**config.mk**
```make
export PLATFORM = sky130hd
export DESIGN_NAME = lsu_ctrl
export DESIGN_NICKNAME = d
export VERILOG_FILES = /design/src/rtl/cpu_pkg.sv /design/src/rtl/lsu_lane.sv /design/src/rtl/lsu_ctrl.sv
export SDC_FILE = /design/constraint.sdc
export NUM_CORES = 1
export LEC_CHECK = 0
export ABC_AREA = 1
export CORE_UTILIZATION = 50
export CTS_CLUSTER_SIZE = 30
export DETAILED_ROUTE_END_ITERATION = 7
export MAX_ROUTING_LAYER = met4
export PLACE_DENSITY = 0.81
export SYNTH_ARGS = -nofsm -noshare
export SYNTH_HDL_FRONTEND = slang
export SYNTH_SLANG_ARGS = --single-unit
```
**constraint.sdc**
```tcl
create_clock -name clk -period 2.06 [get_ports clk]
set_input_delay 0.206 -clock clk [delete_from_list [all_inputs] [get_ports clk]]
set_output_delay 0.206 -clock clk [all_outputs]
set_load 0.01 [all_outputs]
```
**src/rtl/cpu_pkg.sv**
```systemverilog
// Shared CPU definitions used by the load/store unit: op encoding, bus
// transfer sizes, and the alignment / extension helpers.
package cpu_pkg;

    typedef enum logic [3:0] {
        LSU_LB,
        LSU_LBU,
        LSU_LH,
        LSU_LHU,
        LSU_LW,
        LSU_LWL,
        LSU_LWR,
        LSU_SB,
        LSU_SH,
        LSU_SW,
        LSU_SWL,
        LSU_SWR
    } lsu_op_e;

    typedef logic [2:0] msize_t;

    localparam msize_t MSIZE1 = 3'd0;
    localparam msize_t MSIZE2 = 3'd1;
    localparam msize_t MSIZE4 = 3'd2;

    function automatic logic is_store(input lsu_op_e op);
        return op inside {LSU_SB, LSU_SH, LSU_SW, LSU_SWL, LSU_SWR};
    endfunction

    // LWL/LWR/SWL/SWR always access the whole aligned word.
    function automatic logic is_partial_word(input lsu_op_e op);
        return op inside {LSU_LWL, LSU_LWR, LSU_SWL, LSU_SWR};
    endfunction

    function automatic msize_t op_size(input lsu_op_e op);
        case (op)
            LSU_LB, LSU_LBU, LSU_SB: return MSIZE1;
            LSU_LH, LSU_LHU, LSU_SH: return MSIZE2;
            default:                 return MSIZE4;
        endcase
    endfunction

    function automatic logic is_misaligned(input lsu_op_e op, input logic [1:0] a);
        case (op)
            LSU_LH, LSU_LHU, LSU_SH: return a[0];
            LSU_LW, LSU_SW:          return |a;
            default:                 return 1'b0;
        endcase
    endfunction

    function automatic logic [31:0] extend8(input logic [7:0] b, input logic sgn);
        return {{24{sgn & b[7]}}, b};
    endfunction

    function automatic logic [31:0] extend16(input logic [15:0] h, input logic sgn);
        return {{16{sgn & h[15]}}, h};
    endfunction

endpackage

```
**src/rtl/lsu_lane.sv**
```systemverilog
// Byte-lane steering for the load/store unit: positions store strobes and
// data on the bus, and extracts/extends/merges load data from the bus.
module lsu_lane
    import cpu_pkg::*;
#(
    parameter int DATA_W = 32
) (
    input  lsu_op_e                 op,
    input  logic [$clog2(DATA_W/8)-1:0] lane,
    input  logic [31:0]             wdata,
    input  logic [31:0]             old,
    input  logic [DATA_W-1:0]       rdata,
    output logic [DATA_W/8-1:0]     strobe,
    output logic [DATA_W-1:0]       wr_data,
    output logic [31:0]             ld_data
);

    localparam int NB = DATA_W / 8;
    localparam int LB = $clog2(NB);

    logic [1:0]    a;
    logic [LB-1:0] grp;
    logic [4:0]    sh_a;
    logic [4:0]    sh_na;
    logic [3:0]    s4;
    logic [31:0]   d32;
    logic [31:0]   w;
    logic [31:0]   w_sh;

    assign a     = lane[1:0];
    assign grp   = lane >> 2;          // which 32-bit word group on a wide bus
    assign sh_a  = {a, 3'b000};        // 8*a
    assign sh_na = {~a, 3'b000};       // 8*(3-a)

    // Store strobes and data within one 32-bit word group.
    always_comb begin
        // NOTE: every always_comb output gets a default first so no path infers a latch.
        s4  = 4'b0000;
        d32 = 32'h0;
        case (op)
            LSU_SB: begin
                s4  = 4'b0001 << a;
                d32 = {24'h0, wdata[7:0]} << sh_a;
            end
            LSU_SH: begin
                s4  = 4'b0011 << a;
                d32 = {16'h0, wdata[15:0]} << sh_a;
            end
            LSU_SW: begin
                s4  = 4'b1111;
                d32 = wdata;
            end
            LSU_SWL: begin
                s4  = 4'b1111 >> ~a;
                d32 = wdata >> sh_na;
            end
            LSU_SWR: begin
                s4  = 4'b1111 << a;
                d32 = wdata << sh_a;
            end
            default: ;
        endcase
    end

    assign strobe  = NB'(s4) << {grp, 2'b00};
    assign wr_data = DATA_W'(d32) << {grp, 5'b00000};

    assign w    = 32'(rdata >> {grp, 5'b00000});
    assign w_sh = w >> sh_a;

    // Load extraction, extension and LWL/LWR merge with the old rt value.
    always_comb begin
        ld_data = 32'h0;
        case (op)
            LSU_LB:  ld_data = extend8(w_sh[7:0], 1'b1);
            LSU_LBU: ld_data = extend8(w_sh[7:0], 1'b0);
            LSU_LH:  ld_data = extend16(w_sh[15:0], 1'b1);
            LSU_LHU: ld_data = extend16(w_sh[15:0], 1'b0);
            LSU_LW:  ld_data = w;
            LSU_LWL: ld_data = (w << sh_na) | (old & ~(32'hFFFF_FFFF << sh_na));
            LSU_LWR: ld_data = (w >> sh_a) | (old & ~(32'hFFFF_FFFF >> sh_a));
            default: ld_data = 32'h0;
        endcase
    end

endmodule

```
**src/rtl/lsu_ctrl.sv**
```systemverilog
// Memory-stage load/store unit: accepts one op per handshake, checks
// alignment, runs the two-phase bus access and returns a registered result.
// A flush while busy lets the bus transaction finish but drops its result.
module lsu_ctrl
    import cpu_pkg::*;
#(
    parameter int ADDR_W = 32,
    parameter int DATA_W = 32
) (
    input  logic                  clk,
    input  logic                  resetn,
    input  logic                  req_valid,
    output logic                  req_ready,
    input  logic [3:0]            req_op,
    input  logic [ADDR_W-1:0]     req_base,
    input  logic [ADDR_W-1:0]     req_offset,
    input  logic [31:0]           req_wdata,
    input  logic [31:0]           req_old,
    input  logic                  flush,
    output logic                  dreq_valid,
    output logic [ADDR_W-1:0]     dreq_addr,
    output logic [2:0]            dreq_size,
    output logic [DATA_W/8-1:0]   dreq_strobe,
    output logic [DATA_W-1:0]     dreq_data,
    input  logic                  dresp_addr_ok,
    input  logic                  dresp_data_ok,
    input  logic [DATA_W-1:0]     dresp_data,
    output logic                  resp_valid,
    output logic [31:0]           resp_data,
    output logic                  exc_adel,
    output logic                  exc_ades,
    output logic [ADDR_W-1:0]     badvaddr
);

    localparam int NB = DATA_W / 8;
    localparam int LB = $clog2(NB);

    typedef enum logic [1:0] {
        S_IDLE,
        S_ADDR,
        S_DATA,
        S_DRAIN
    } state_e;

    state_e            state_q, state_d;
    lsu_op_e           op_in, op_q;
    logic [ADDR_W-1:0] ea, ea_q;
    logic [31:0]       wdata_q, old_q;
    logic              discard_q;
    logic              accept, acc_mis, kill, complete, in_addr;

    logic              resp_valid_q, exc_adel_q, exc_ades_q, exc_sup;
    logic [31:0]       resp_data_q;
    logic [ADDR_W-1:0] badvaddr_q;

    logic [NB-1:0]     lane_strobe;
    logic [DATA_W-1:0] lane_wdata;
    logic [31:0]       lane_ld;

    assign op_in   = lsu_op_e'(req_op);
    assign ea      = req_base + req_offset;
    assign accept  = (state_q == S_IDLE) && req_valid && !flush;
    assign acc_mis = accept && is_misaligned(op_in, ea[1:0]);
    assign kill    = discard_q || flush;
    assign in_addr = (state_q == S_ADDR);

    // State register.
    always_ff @(posedge clk or negedge resetn) begin
        if (!resetn) begin
            state_q <= S_IDLE;
        end else begin
            // NOTE: registers use non-blocking <= so every flop samples pre-edge values.
            state_q <= state_d;
        end
    end

    // Next state and completion detect; a flushed access still runs to data_ok.
    always_comb begin
        state_d  = state_q;
        complete = 1'b0;
        case (state_q)
            S_IDLE: begin
                if (accept && !acc_mis) state_d = S_ADDR;
            end
            S_ADDR: begin
                if (dresp_addr_ok) begin
                    if (dresp_data_ok) begin
                        state_d  = S_IDLE;
                        complete = !kill;
                    end else begin
                        state_d = kill ? S_DRAIN : S_DATA;
                    end
                end
            end
            S_DATA: begin
                if (dresp_data_ok) begin
                    state_d  = S_IDLE;
                    complete = !flush;
                end else if (flush) begin
                    state_d = S_DRAIN;
                end
            end
            S_DRAIN: begin
                if (dresp_data_ok) state_d = S_IDLE;
            end
            default: state_d = S_IDLE;
        endcase
    end

    // Capture the op on accept; remember a flush seen while still requesting.
    always_ff @(posedge clk or negedge resetn) begin
        if (!resetn) begin
            op_q      <= LSU_LB;
            ea_q      <= '0;
            wdata_q   <= 32'h0;
            old_q     <= 32'h0;
            discard_q <= 1'b0;
        end else begin
            if (accept) begin
                op_q      <= op_in;
                ea_q      <= ea;
                wdata_q   <= req_wdata;
                old_q     <= req_old;
                discard_q <= 1'b0;
            end else if (in_addr && flush) begin
                discard_q <= 1'b1;
            end
        end
    end

    // Registered response: completion result or alignment exception.
    always_ff @(posedge clk or negedge resetn) begin
        if (!resetn) begin
            resp_valid_q <= 1'b0;
            resp_data_q  <= 32'h0;
            exc_adel_q   <= 1'b0;
            exc_ades_q   <= 1'b0;
            badvaddr_q   <= '0;
        end else begin
            resp_valid_q <= complete || acc_mis;
            resp_data_q  <= (complete && !is_store(op_q)) ? lane_ld : 32'h0;
            exc_adel_q   <= acc_mis && !is_store(op_in);
            exc_ades_q   <= acc_mis && is_store(op_in);
            badvaddr_q   <= acc_mis ? ea : '0;
        end
    end

    lsu_lane #(
        .DATA_W (DATA_W)
    ) u_lane (
        .op      (op_q),
        .lane    (ea_q[LB-1:0]),
        .wdata   (wdata_q),
        .old     (old_q),
        .rdata   (dresp_data),
        .strobe  (lane_strobe),
        .wr_data (lane_wdata),
        .ld_data (lane_ld)
    );

    // A flush in the cycle an exception is presented cancels that exception.
    assign exc_sup    = flush && (exc_adel_q || exc_ades_q);
    assign resp_valid = resp_valid_q && !exc_sup;
    assign resp_data  = resp_data_q;
    assign exc_adel   = exc_adel_q && !flush;
    assign exc_ades   = exc_ades_q && !flush;
    assign badvaddr   = exc_sup ? '0 : badvaddr_q;

    assign req_ready   = resetn && (state_q == S_IDLE);
    assign dreq_valid  = in_addr;
    assign dreq_addr   = !in_addr ? '0 :
                         is_partial_word(op_q) ? {ea_q[ADDR_W-1:2], 2'b00} : ea_q;
    assign dreq_size   = in_addr ? op_size(op_q) : MSIZE1;
    assign dreq_strobe = in_addr ? lane_strobe : '0;
    assign dreq_data   = (in_addr && is_store(op_q)) ? lane_wdata : '0;

endmodule

```
==> Word-level counts from Yosys, hierarchy flattened <==
Index checks and enable logic that the tools add are counted.
{ "word_totals": {"word_cells": 119, "mem_bits_ro": 0, "ram_bits": 0, "memories": 0, "reg_bits": 170, "latch_bits": 0, "output_inout_bits": 140} }
{ "op_classes": {"n_eq_ne": 26, "n_div": 0, "n_shift": 12, "reduce_logical": 35, "bitwise_logic": 7, "add_sub_neg": 1, "order_cmp": 0, "n_mul": 0, "n_mux": 27} }
{ "ops": {"columns": ["cell", "n"], "rows": [
  ["32-bit case mux with 7 select lines", 1],
  ["32-bit 2-to-1 mux", 5],
  ["32-bit case mux with 5 select lines", 1],
  ["32-bit bitwise AND", 2],
  ["32-bit inverter", 2],
  ["32-bit bitwise OR", 2],
  ["32-bit by 5-bit left shift with 32-bit output", 2],
  ["32-bit by 5-bit right shift with 32-bit output", 2],
  ["32-bit adder", 1],
  ["4-bit == test (second input constant)", 8],
  ["16-bit by 5-bit left shift with 32-bit output", 1],
  ["32-bit by 5-bit left shift with 32-bit output (first input constant)", 1],
  ["8-bit by 5-bit left shift with 32-bit output", 1],
  ["32-bit by 5-bit right shift with 32-bit output (first input constant)", 1],
  ["4-bit by 3-bit == test with 1-bit output (second input constant)", 6],
  ["4-bit case mux with 5 select lines", 1],
  ["4-bit by 2-bit == test with 1-bit output (second input constant)", 4],
  ["1-bit logical AND", 14],
  ["2-bit 2-to-1 mux", 7],
  ["5-bit nonzero test", 2],
  ["3-bit OR reduction", 3],
  ["2-bit case mux with 4 select lines", 1],
  ["1-bit zero test", 6],
  ["1-bit 2-to-1 mux", 6],
  ["22 further kinds", 28]
]} }

==> Depth between registers and ports, before layout <==
{ "depth": {"word_depth": 8, "depth_mapped": 13, "depth_no_buf": 13} }

==> By module <==
Synthesis repeated with hierarchy kept, for this count alone.
{ "hier_totals": {"hier_cells": 2154, "area_unflattened_um2": 12990.0} }
{ "modules_own_cells": {"columns": ["mod", "area_each_um2", "cells_per_inst", "n_inst"], "rows": [
  ["lsu_ctrl", 9609.2, 1393, 1],
  ["lsu_lane", 3380.7, 761, 1]
]} }

==> Worst setup path after synthesis <==
No wires, ideal clock.
{ "synth_path": {"path_type": "register to register", "start": "reg state_q[1]", "end": "reg resp_data_q[21] (netlist: resp_data[21])", "path_stages_with_launch": 13, "t_arrival_ns": 1.768, "setup_slack_ns": 0.214, "cell_sequence": "dfrtp_1 -> inv_1 -> ha_1 -> buf_2 -> inv_2 -> nor3_1 -> nor2_1 -> nor2_1 -> inv_1 -> nor2_1 -> inv_2 -> clkbuf_1 -> a21oi_1"} }
{ "synth_between": {"elab_chain_len": 4, "word_cells_on_any_way": 5} }
{ "synth_lines": {"columns": ["element", "line", "text"], "rows": [
  ["start: declaration", "lsu_ctrl.sv:45", "state_e state_q, state_d;"],
  ["start signal: assignment", "lsu_ctrl.sv:73", "state_q <= state_d;"],
  ["2-bit by 1-bit == test with 1-bit output", null, null],
  ["net dreq_valid", "lsu_ctrl.sv:20", "output logic dreq_valid,"],
  ["1-bit case mux with 2 select lines", "lsu_ctrl.sv:81", "case (state_q)"],
  ["1-bit logical AND", "lsu_ctrl.sv:141", "resp_data_q <= (complete && !is_store(op_q)) ? lane_ld : 32'h0;"],
  ["32-bit 2-to-1 mux", "lsu_ctrl.sv:141", null],
  ["end signal: assignment", "lsu_ctrl.sv:141", null],
  ["end: declaration", "lsu_ctrl.sv:53", "logic [31:0] resp_data_q;"]
]} }
The timed path passes the listed nets, and every way through them passes these cells.
A chain may end at the register's enable or synchronous reset.

==> Worst setup path after layout <==
{ "layout_path": {"start": "reg op_q[1]", "end": "out dreq_data[16]"} }
{ "layout_between": {"elab_chain_len": 4, "word_cells_on_any_way": 9} }
{ "layout_lines": {"columns": ["element", "line", "text"], "rows": [
  ["start: declaration", "lsu_ctrl.sv:46", "lsu_op_e op_in, op_q;"],
  ["start signal: assignment", "lsu_ctrl.sv:120", "op_q <= op_in;"],
  ["4-bit by 3-bit == test with 1-bit output / 4-bit == test (equally long branches)", "cpu_pkg.sv:27, lsu_lane.sv:40", null],
  ["5-bit nonzero test", "cpu_pkg.sv:27", "return op inside {LSU_SB, LSU_SH, LSU_SW, LSU_SWL, LSU_SWR};"],
  ["1-bit logical AND", "lsu_ctrl.sv:175", "assign dreq_data = (in_addr && is_store(op_q)) ? lane_wdata : '0;"],
  ["32-bit 2-to-1 mux *", "lsu_ctrl.sv:175", null],
  ["end: declaration", "lsu_ctrl.sv:24", "output logic [DATA_W-1:0] dreq_data,"]
]} }
Mark *: on every way between the ends. The rest lies on a longest branch, timed or not.

==> flow_summary.json <==
{
  "groute.usage.overall_pct": 40.1,
  "regToRegStartpoint": "op_q[1]",
  "num-fill-cells": 1746,
  "p_leak_nw": 9.66,
  "min_period_ps": 2490,
  "synth_area_leaders": "dfrtp_1, nand2_1, inv_1, nor2_1, a21oi_1",
  "first_iter_violations": 1892,
  "peakVddDrop_v": 0.000743,
  "synthCells": 1931,
  "fin_util_pct": 77.8,
  "arrival_ps": 2280,
  "p_int_mw": 11.7,
  "synth_area_um2": 12100,
  "synth.ff_latch_count": 170,
  "viasPerCell": 5.60,
  "syn2layout_area_growth_pct": 51.8,
  "via_count": 15200,
  "hold_viol": 0,
  "hold_start": "req_wdata[12]",
  "multi_input_area_um2": 7020,
  "async_flop_share_pct": 100,
  "clock_latency_ps": 450,
  "rsz0062_at_grt": "true",
  "wl_per_cell_um": 18.4,
  "clock-sinks": 170,
  "dpl_cell_area_um2": 16700,
  "hold_ws_ps": 278,
  "status": "finished, violations left",
  "grt_pass1_vias": 14100,
  "fin_nets": 2593,
  "ys_warn_count": 0,
  "violations": "setup timing",
  "cts_root_buffer": "clkbuf_16",
  "regArea_um2": 4260,
  "h-tree-depth": 4,
  "post-route-drc-count": 0,
  "grt_max_degree": 75,
  "cp-startpoint": "op_q[1]",
  "cts_buffer_depth": 2,
  "switching_share_pct": 46.5,
  "skew_ps": 12.8,
  "gp_congestion": 0.969,
  "wl_um": 50100,
  "synth_nets": 2138,
  "cap_violations": 0,
  "required_ps": 1850,
  "numCtsBuffers": 17,
  "grt_pass1_wl_um": 74200,
  "power_mw": 21.9,
  "clkPwrFrac_pct": 16.0,
  "dp_hpwl_um": 33800,
  "p_switching_mw": 10.2,
  "layout-drive-gt1-share_pct": 18.7,
  "numPortBuffers": 308,
  "gr-total-overflow": 0,
  "die_width_um": 158,
  "final_cell_area_um2": 18400,
  "clkTransAtPathRegs_ps": 80,
  "synth-edff-count": 0,
  "min_period_over_period_pct": 121,
  "crit_type": "flop to primary output",
  "cp-end-kind": "primary output",
  "crit_fanout": 13,
  "dieHeight_um": 158,
  "synth_top_area_cell": "dfrtp_1",
  "hold_path.class": "input pin to flop",
  "cts_tree": "built",
  "synthDistinctLibCells": 42,
  "pwr-share-seq_pct": 24.0,
  "cp-start-kind": "flop",
  "synth-main-ff-cell": "dfrtp_1",
  "yosys.area.top_type_share_pct": 35.1,
  "setup_ws_ps": -429,
  "max_freq_mhz": 402,
  "dr.pass1.iters": 8,
  "avgSynthCellArea_um2": 6.27,
  "finalSetupViolCount": 40,
  "power_density_nw_per_um2": 1190,
  "pwr-share-comb_pct": 59.9,
  "yosysSeqAreaShare_pct": 35.1,
  "die_area_um2": 24800,
  "grt_antenna_before_repair": 3,
  "ios": 310,
  "start_util_pct": 51.3,
  "dp.cells": 2639,
  "antenna_left": 0,
  "layout.cells.non_filler": 2719,
  "coreArea_um2": 23600,
  "final_max_slew_viol_count": 0,
  "row_count": 56
}
per-stage QoR:
| stage | worst slack (ps) | setup TNS (ps) |
|---|---|---|
| finish | -429 | -10310 |
| global route | -452 | -12220 |
| CTS | -238 | -5880 |
| detailed placement | -249 | -13970 |
| global placement | -210 | -10300 |
| floorplan | 214 | 0 |
worst max-delay path: stages (launching register included):
cell,delay (ps)
dfrtp_1,460
nand2_2,150
a21oi_4,220
inv_4,70
buf_4,210
o221ai_1,280
nand2_1,130
a21oi_2,160
buf_2,150
synthesized netlist by cell type, types with 3 or more instances:
master / count
buf_1: 8
nand2_1: 673
buf_2: 26
ha_1: 36
a31oi_1: 10
o21ai_1: 59
o221ai_1: 7
nand3_1: 94
nor2_2: 5
nand2_2: 5
dfrtp_1: 170
nand2_4: 3
o21ai_0: 88
o211ai_1: 23
inv_2: 22
inv_1: 277
clkinv_1: 7
a21oi_1: 115
o21a_1: 7
o22ai_1: 15
clkbuf_1: 38
a22oi_1: 12
nor2_1: 193
nor3_1: 11
layout make-up:
cell class	count	share of cell area, %
diodes	3	0.0408
clock buffers	19	2.41
clock inverters	11	0.871
inverters	306	6.41
multi-input cells	1382	38.2
flip-flops and latches	170	23.2
well taps	319	2.17
repair buffers	509	26.7
cells in the final DEF (no fill, tap or decap), types with 5 or more instances in the layout:
cell type	Yosys	layout
a21oi_2	1	30
o211ai_1	23	23
o21a_1	7	7
inv_2	22	29
buf_6	0	24
a22oi_1	12	6
o221ai_1	7	5
nand2_2	5	27
dlygate4sd2_1	0	53
a22oi_2	0	6
buf_12	0	25
nand2_4	3	5
nand3_1	94	90
inv_4	0	5
dfrtp_1	170	166
ha_1	36	34
nor2_4	2	12
a21oi_1	115	83
nor2_2	5	13
buf_16	0	5
buf_4	2	143
o22ai_1	15	10
buf_2	26	36
clkbuf_16	0	19
o21ai_1	59	55
nor2_1	193	175
nor3_1	11	8
a21oi_4	2	5
inv_1	277	264
nand2_1	673	644
a31oi_1	10	9
clkdlybuf4s50_1	0	202
o21ai_2	0	9
nand2_8	0	6
o21ai_0	88	82
clkdlybuf4s15_1	0	9
sequential cells by signal, indices dropped and copies added, names as in the netlist:
name and flops:
exc_ades_q 1, state_q 2, resp_valid_q 1, old_q 32, exc_adel_q 1, badvaddr_q 32, op_q 4, discard_q 1
ea_q 32, wdata_q 32, resp_data 32
worst paths after layout:
check | end | slack, ps | depth (start not counted)
setup reg to reg | resp_data[15] | -30 | 12
hold / removal | wdata_q[12] | 280 | 3
setup / recovery | dreq_data[16] | -430 | 8
max in group asynchronous | ea_q[0] | 880 | 4
hold reg to reg | ea_q[23] | 480 | 2
min in group asynchronous | wdata_q[21] | 320 | 3
cell families after synthesis:
| logic type | count (synthesis) | share of synthesized area (%) |
|---|---|---|
| xor+xnor | 3 | 0.217 |
| other cells | 1 | 0.0310 |
| flops | 170 | 35.1 |
| buf+inv | 380 | 12.1 |
| fa+ha+maj | 37 | 3.89 |
| compound gates | 345 | 16.0 |
| simple gates | 995 | 32.7 |
routing by layer:
metal | track usage, % | part of all wire (%) | vias to the layer above | routed length (µm)
li1 | - | - | 6966 | -
met1 | 49.9 | 38 | 6981 | 19200
met2 | 63.6 | 46 | 1050 | 23100
met3 | 6.87 | 10 | 218 | 5190
met4 | 18.3 | 5.2 | 0 | 2590
met5 | - | 0 | - | 0
what timing repair did:
action / CTS / global route
buffers inserted: 27 / 11
gates cloned: 7 / 3
hold buffers: 1 / 0
hold endpoints to repair: 63 / 0
endpoints found under the setup margin: 110 / 85
pin swaps: 25 / 43
gates resized for setup: 328 / 139
power groups by stage:
stage / Combinational [mW] / Clock [mW] / Sequential (mW)
floorplan: 5.78 / 0 / 4.96
global placement: 10.0 / 0 / 5.12
detailed placement: 10.1 / 0 / 5.14
CTS: 11.4 / 3.49 / 5.15
global route: 14.0 / 3.63 / 5.34
finish: 13.1 / 3.52 / 5.26
(Power assumes the default switching activity.)
==> edit (same settings) <==
The 4 states of `state_e` get a one-hot encoding in 4 bits.
--- a/src/rtl/lsu_ctrl.sv
+++ b/src/rtl/lsu_ctrl.sv
@@ -35,11 +35,11 @@
     localparam int NB = DATA_W / 8;
     localparam int LB = $clog2(NB);
 
-    typedef enum logic [1:0] {
-        S_IDLE,
-        S_ADDR,
-        S_DATA,
-        S_DRAIN
+    typedef enum logic [3:0] {
+        S_IDLE  = 4'b0001,
+        S_ADDR  = 4'b0010,
+        S_DATA  = 4'b0100,
+        S_DRAIN = 4'b1000
     } state_e;
 
     state_e            state_q, state_d;
Formal check against the unedited RTL: same outputs for any inputs over 4 cycles, from zero or initial values and one cycle with resetn low; so few cycles prove little.
==> edit against the unedited design <==
  * The run still ends with setup timing left
  * Routed wire length up 4.2%
  * Sequential cell count is 2 higher
  * Largest cell class unchanged
  * Sequential share of layout area rose by 0.58 points
  * Clock power fell by 3%
  * Area after synthesis down 1.2%
  * Setup slack improved by 0.025 ns
  * Register-to-register slack worse by 0.03 ns
  * Core utilization down 0.55 points
  * Design area is 1.3% lower
  * Clock skew is 0.0016 ns higher
  * Total power fell by 7.9%
==> edit: results (changes against the unedited design) <==
Setup crit end=dreq_data[30] (was dreq_data[16]); non-filler cells, final=2685 (was 2719); R2R cell count=11 (was 12); reg2reg end=resp_data[13] (was resp_data[15]); Multi-In Gates=1335 (was 1382); Signal buffers=524 (was 509); area of the multi-input gates=6809 µm² (was 7024 µm²); Top delay family on crit path=simple AND/OR/NAND/NOR gates (was compound AO/OA/AOI/OAI gates); Setup Skew=0.01440 ns (was 0.01281 ns); synthesized area=11960 µm² (was 12110 µm²); # setup viols final=40 (unchanged); DR WL met3=4.552 mm (was 5.187 mm); critical path arrival=2.26 ns (was 2.28 ns); Post-Syn Instances=1883 (was 1931); hold endpoint=wdata_q[13] (was wdata_q[12]); setup ws final=-0.4042 ns (was -0.4292 ns); sequential fraction of the synthesis area=0.3601 (was 0.3513); FF/Latch Area=4309 µm² (was 4259 µm²); sequential logic power=0.00539 W (was 0.00526 W); synth cell count leaders=nand2_1, inv_1, nor2_1 (unchanged); failing checks=setup timing (unchanged); synthesized net count=2085 (was 2138); clock buffer count=17 (was 19); R2R setup slack=-0.06 ns (was -0.03 ns); DP Worst Slack=-0.2981 ns (was -0.2495 ns); share of layout cells above drive strength 1=0.2006 (was 0.1873); outcome=complete, but fails checks (unchanged); Synth area leaders=dfrtp_1, nand2_1, inv_1, nor2_1, o21ai_0 (was dfrtp_1, nand2_1, inv_1, nor2_1, a21oi_1); Critical Path Fanout Max=4 (was 13); DP HPWL=37.90 mm (was 33.84 mm); Post-DP Area=16770 µm² (was 16650 µm²); fraction of area in multi-input gates=0.3754 (was 0.3822); met3 Track Usage GR=0.08280 (was 0.06871); Non-clock buffer share=0.2688 (was 0.2670); Total Routing Usage GR=0.4288 (was 0.4005); hold wc startpoint=req_wdata[13] (was req_wdata[12])
[edit: changes by cell type in the layout (fill, tap and decap cells not counted), moves of 15 or more]
| cell | delta |
|---|---|
| nand2_1 | -68 |
| o21ai_0 | +49 |
| o21ai_1 | -40 |
| dlygate4sd2_1 | -35 |
| buf_4 | +26 |
| dlymetal6s2s_1 | +18 |
| inv_1 | +15 |
[edit: cell families after synthesis]
kind of cell / Yosys count / share of synthesized area
fa+ha+maj: 32 / 0.03411
xor+xnor: 5 / 0.003662
simple gates: 941 / 0.3135
compound gates: 354 / 0.1655
buf+inv: 376 / 0.1212
flops: 172 / 0.3601
mux: 2 / 0.001674
other cells: 1 / 0.0003136
[edit: timing repair]
action                                  4_1_cts  5_1_grt
setup buffers                                17       10
endpoints found under the setup margin      103      110
gates resized for setup                     335      163
pin swaps                                    28       29
hold endpoints to repair                      7        0
gates cloned                                  2        3
hold buffers                                  1        0
